## src/rtl/wb_stage.sv

```systemverilog
// Writeback stage: MEM/WB pipeline register, result select, load extraction,
// and a retired-instruction counter. Drives the register-file write port.
module wb_stage #(
  parameter int unsigned XLEN  = 32,
  parameter int unsigned CNT_W = 32
) (
  input  logic             clk,
  input  logic             reset,
  input  logic             stall,
  input  logic             flush,
  input  logic             valid_m,
  input  logic             regwrite_m,
  input  logic [4:0]       rd_m,
  input  logic [1:0]       resultsrc_m,
  input  logic [2:0]       funct3_m,
  input  logic [XLEN-1:0]  aluresult_m,
  input  logic [XLEN-1:0]  readdata_m,
  input  logic [XLEN-1:0]  pcplus4_m,
  output logic             we3,
  output logic [4:0]       a3,
  output logic [XLEN-1:0]  wd3,
  output logic             valid_w,
  output logic [CNT_W-1:0] instret
);

  localparam int unsigned RegW = 5;

  logic             valid_q,     valid_d;
  logic             regwrite_q,  regwrite_d;
  logic [RegW-1:0]  rd_q,        rd_d;
  logic [1:0]       resultsrc_q, resultsrc_d;
  logic [2:0]       funct3_q,    funct3_d;
  logic [XLEN-1:0]  aluresult_q, aluresult_d;
  logic [XLEN-1:0]  readdata_q,  readdata_d;
  logic [XLEN-1:0]  pcplus4_q,   pcplus4_d;
  logic [CNT_W-1:0] instret_q,   instret_d;

  logic [7:0]       load_byte;
  logic [15:0]      load_half;
  logic [XLEN-1:0]  load_data;

  // Next-state: flush > stall > capture; instret counts departures from W.
  always_comb begin
    valid_d     = valid_q;
    regwrite_d  = regwrite_q;
    rd_d        = rd_q;
    resultsrc_d = resultsrc_q;
    funct3_d    = funct3_q;
    aluresult_d = aluresult_q;
    readdata_d  = readdata_q;
    pcplus4_d   = pcplus4_q;
    instret_d   = instret_q;

    if (flush) begin
      valid_d    = 1'b0;
      regwrite_d = 1'b0;
    end else if (!stall) begin
      valid_d     = valid_m;
      regwrite_d  = regwrite_m;
      rd_d        = rd_m;
      resultsrc_d = resultsrc_m;
      funct3_d    = funct3_m;
      aluresult_d = aluresult_m;
      readdata_d  = readdata_m;
      pcplus4_d   = pcplus4_m;
    end

    // A flushed-but-unstalled valid instruction still leaves W and is counted.
    if (valid_q && !stall) begin
      instret_d = instret_q + CNT_W'(1);
    end
  end

  // W-stage register file with synchronous reset.
  always_ff @(posedge clk) begin
    if (reset) begin
      valid_q     <= 1'b0;
      regwrite_q  <= 1'b0;
      rd_q        <= '0;
      resultsrc_q <= '0;
      funct3_q    <= '0;
      aluresult_q <= '0;
      readdata_q  <= '0;
      pcplus4_q   <= '0;
      instret_q   <= '0;
    end else begin
      valid_q     <= valid_d;
      regwrite_q  <= regwrite_d;
      rd_q        <= rd_d;
      resultsrc_q <= resultsrc_d;
      funct3_q    <= funct3_d;
      aluresult_q <= aluresult_d;
      readdata_q  <= readdata_d;
      pcplus4_q   <= pcplus4_d;
      instret_q   <= instret_d;
    end
  end

  // Byte/half lane pick from the aligned word; half ignores offset[0].
  always_comb begin
    load_byte = readdata_q[7:0];
    load_half = readdata_q[15:0];
    case (aluresult_q[1:0])
      2'b00:   load_byte = readdata_q[7:0];
      2'b01:   load_byte = readdata_q[15:8];
      2'b10:   load_byte = readdata_q[23:16];
      default: load_byte = readdata_q[31:24];
    endcase
    if (aluresult_q[1]) begin
      load_half = readdata_q[31:16];
    end
  end

  // Sign/zero extension by load type; unknown encodings return the word.
  always_comb begin
    load_data = readdata_q;
    case (funct3_q)
      3'b000:  load_data = {{(XLEN-8){load_byte[7]}}, load_byte};
      3'b001:  load_data = {{(XLEN-16){load_half[15]}}, load_half};
      3'b100:  load_data = {{(XLEN-8){1'b0}}, load_byte};
      3'b101:  load_data = {{(XLEN-16){1'b0}}, load_half};
      default: load_data = readdata_q;
    endcase
  end

  // Result select and write-port drive; x0 writes are suppressed.
  always_comb begin
    wd3 = aluresult_q;
    case (resultsrc_q)
      2'b01:   wd3 = load_data;
      2'b10:   wd3 = pcplus4_q;
      default: wd3 = aluresult_q;
    endcase
    we3 = valid_q & regwrite_q & (rd_q != '0);
    a3  = rd_q;
  end

  assign valid_w = valid_q;
  assign instret = instret_q;

endmodule

```

## config.mk

```make
export PLATFORM = sky130hd
export DESIGN_NAME = wb_stage
export DESIGN_NICKNAME = d
export VERILOG_FILES = /design/src/rtl/wb_stage.sv
export SDC_FILE = /design/constraint.sdc
export NUM_CORES = 1
export LEC_CHECK = 0
export ABC_CLOCK_PERIOD_IN_PS = 3100
export BUFFER_PORTS_ARGS = -buffer_cell sky130_fd_sc_hd__buf_2
export CAP_MARGIN = 20
export CORE_UTILIZATION = 45
export DETAILED_ROUTE_END_ITERATION = 8
export GPL_TIMING_DRIVEN = 0
export PLACE_DENSITY = 0.67
export SYNTH_ARGS = -nofsm -noshare
export SYNTH_HDL_FRONTEND = slang
export SYNTH_SLANG_ARGS = --single-unit
```

## constraint.sdc

```tcl
create_clock -name clk -period 3.1 [get_ports clk]
set_input_delay 0.155 -clock clk [delete_from_list [all_inputs] [get_ports clk]]
set_output_delay 0.155 -clock clk [all_outputs]
set_load 0.02 [all_outputs]
```

==> impl_metrics.ini <==
[sta]
setup_tns_ns = 0
tightest_slew_ns = 0.686
fmax_mhz = 352
period_minus_slack_ns = 2.84
skew_ns = 0.00581
final-setup-viol-count = 0
grt_setup_unrepaired = no
post-route-period-util = 0.916
slew_headroom = 0.542
slew_violations = 0
hold_violations = 0

[clocking]
cts_num_sinks = 140
root_buffer = clkbuf_16
cts.clk_slew.worst_paths_ns = 0.05
ctsHtreeMaxLevel = 4
clockBufferDepth = 2
insertion_delay_ns = 0.42
post_cts_resized = 0
numCtsBuffers = 17
cts_tree = yes

[pwr]
clkPwrFrac = 0.443
power_density_nw_per_um2 = 489
totalPowerFinal_mw = 4.45
swShare = 0.249
vdd_ir_drop_max_uv = 376
p_int_mw = 3.34
p_switching_mw = 1.11
seqPwrFrac = 0.430
power_leakage_nw = 3.65
combPwrFrac = 0.128

[route]
dr_total_vias = 7114
wl_met3_mm = 1.57
top_layer_used = met4
ant_nets = 0
vias_per_cell = 5.28
wire_per_inst_um = 16.2
wl_met1_mm = 9.14
first_iter_violations = 398
dr.pass1.iters = 4
drt_wl_total_mm = 21.8
dr_wl_met2_mm = 10.3
remaining_drc_errors = 0

[floorplanning]
die_w_um = 121
rows = 43
fp.dieH_um = 121
coreArea_um2 = 13800
dieArea_um2 = 14600
num_io_pins = 183
start_util = 0.461

[worst_setup_path]
cp.arrival_ns = 2.69
critPathCaptureType = primary output
required_ns = 2.94
crit_type = flop to primary output
rrSetupSlack_ns = 0.93
cp_max_fo = 10
crit_path_start_kind = flop

[global_routing]
antenna_found_initial = 0
grt_max_degree = 17
first_global_vias = 6852
track_usage = 0.300
grt_pass1_wl_mm = 33.5
overflow = 0

[synthesis]
netlist_area_um2 = 6370
synth-edff-count = 0
synth_compound_area_frac = 0.204
ys_ff_latch = 140
synth.distinct_cells = 37
synth_top_area_cell = dfxtp_1
synth_ff_type = dfxtp_1
syn_area_per_cell_um2 = 7.47
synthSimpleGateAreaFrac = 0.249
yosys-top-cells-area = dfxtp_1 44%, nand2_1 15%, a21oi_1 12%
synth.net_count = 968
syn_inst = 853
synth_top_cell_area_share = 0.440
ys.warnings.count = 0
synth.yosys.seq_area_share = 0.440
synthMuxAreaShare = 0.0381
synth-adder-area-share = 0.00589
synth_top_family_by_area = simple AND/OR/NAND/NOR gates
synth-async-reset-ratio = 0
synth_xor_area_frac = 0.0151

[place]
dp_hpwl_mm = 15.0
port_buffers = 180
gp_congestion = 0.920

[flow_run]
maxCapViolations = 0

[final_layout]
diodes = 0
synthToLayoutAreaGrowth_pct = 42.9
drive_above_1_share = 0.187
nets = 1270

[status]
status = finished, final reports clean

[hold_path]
hold_class = input pin to flop
-- final cells by class --
type | count | area (um^2)
buffer | 69 | 269
clock buffer | 27 | 523
clock inverter | 5 | 55.1
fill | 1238 | 4720
inverter | 9 | 33.8
multi-input combinational | 635 | 3260
sequential | 140 | 2800
tap | 180 | 225
timing repair buffer | 283 | 1930
-- critical path, cell delays in order (launching register included) --
cell	delay (ns)
dfxtp_1	0.33
inv_1	0.06
ha_1	0.13
clkbuf_1	0.34
nor2b_1	0.37
clkbuf_1	0.37
o221ai_1	0.25
o211ai_1	0.19
buf_2	0.22
-- routing by layer --
metal	GRT usage	up-vias
met1	0.357	3243
met4	0.145	0
met3	0.0808	66
met5	0	-
li1	-	3521
met2	0.500	284
-- per-stage QoR --
step	util	instances	instance area, um^2	hold WS [ns]	worst slack (ns)
2_1_floorplan	-	853	6370	0.234	1.09
3_3_place_gp	0.542	1213	7490	0.368	0.755
3_5_place_dp	0.542	1213	7490	0.371	0.766
4_1_cts	0.658	1348	9100	0.00175	0.308
5_1_grt	0.658	1348	9100	0.00945	0.0592
6_report	0.658	1348	9100	0.0121	0.259
-- timing repair --
| action | in CTS | in global routing |
|---|---|---|
| endpoints found under the hold margin | 104 | 0 |
| buffers inserted | 0 | 0 |
| hold buffers | 103 | 0 |
-- state kept, by name, indices dropped and copies added (netlist names) --
| name | flops |
|---|---|
| valid_w | 1 |
| instret | 32 |
| resultsrc_q | 2 |
| readdata_q | 32 |
| pcplus4_q | 32 |
| aluresult_q | 32 |
| funct3_q | 3 |
| a3 | 5 |
| regwrite_q | 1 |
-- power groups by stage --
stage                     Sequential (mW)  Clock (mW)  Combinational, mW
after floorplan                      1.94           0              0.268
after CTS                            1.91        1.99              0.557
after detailed placement             1.95           0              0.456
after global routing                 1.92        2.07              0.618
after global placement               1.95           0              0.451
final                                1.91        1.97              0.569
-- worst paths after layout --
path                            depth (start not counted)                           end                        start
worst max-delay path                                    8                       wd3[12]  resultsrc_q[1]$_SDFFE_PP0P_
worst min register to register                          2    pcplus4_q[15]$_SDFFE_PP0P_   pcplus4_q[15]$_SDFFE_PP0P_
worst min-delay path                                    3  aluresult_q[23]$_SDFFE_PP0P_              aluresult_m[23]
worst max register to register                          7      instret[30]$_SDFFE_PP0P_      instret[0]$_SDFFE_PP0P_
-- Yosys cell counts (2+ instances only) --
library cell	number
a21oi_1	158
and3_1	3
and3b_1	2
and4_1	3
buf_1	8
buf_2	2
clkbuf_1	58
dfxtp_1	140
ha_1	3
inv_1	9
mux2i_1	22
nand2_1	251
nand2b_1	2
nand3_1	11
nand4_1	5
nand4_2	2
nor2_1	31
nor2b_1	23
nor3_1	2
o211ai_1	8
o21ai_0	42
o221ai_1	15
o31ai_1	11
or3_1	8
or3_2	2
or4_1	12
xnor2_1	4
xor2_1	7
-- kinds of logic after synthesis --
group / after synthesis
xor gates and xnor gates: 11
muxes: 23
DFF: 140
and+or+nand+nor: 361
AOI/OAI and AO/OA: 237
adders and majority gates: 3
buffers and inverters: 78
-- placed cells by master, fill, tap and decap left out, drive strengths merged, types with 7 or more instances in the layout --
cell | netlist | final
a21oi | 158 | 158
o21ai | 42 | 42
nand3 | 11 | 11
or4 | 12 | 12
xor2 | 7 | 7
nor2b | 23 | 23
inv | 9 | 9
nand4 | 7 | 7
dfxtp | 140 | 140
o221ai | 15 | 15
dlygate4sd3 | 0 | 103
or3 | 10 | 10
nand2 | 251 | 251
clkbuf | 58 | 85
o211ai | 8 | 8
nor2 | 31 | 31
mux2i | 22 | 22
o31ai | 11 | 11
buf | 11 | 191
(Power assumes the default switching activity.)
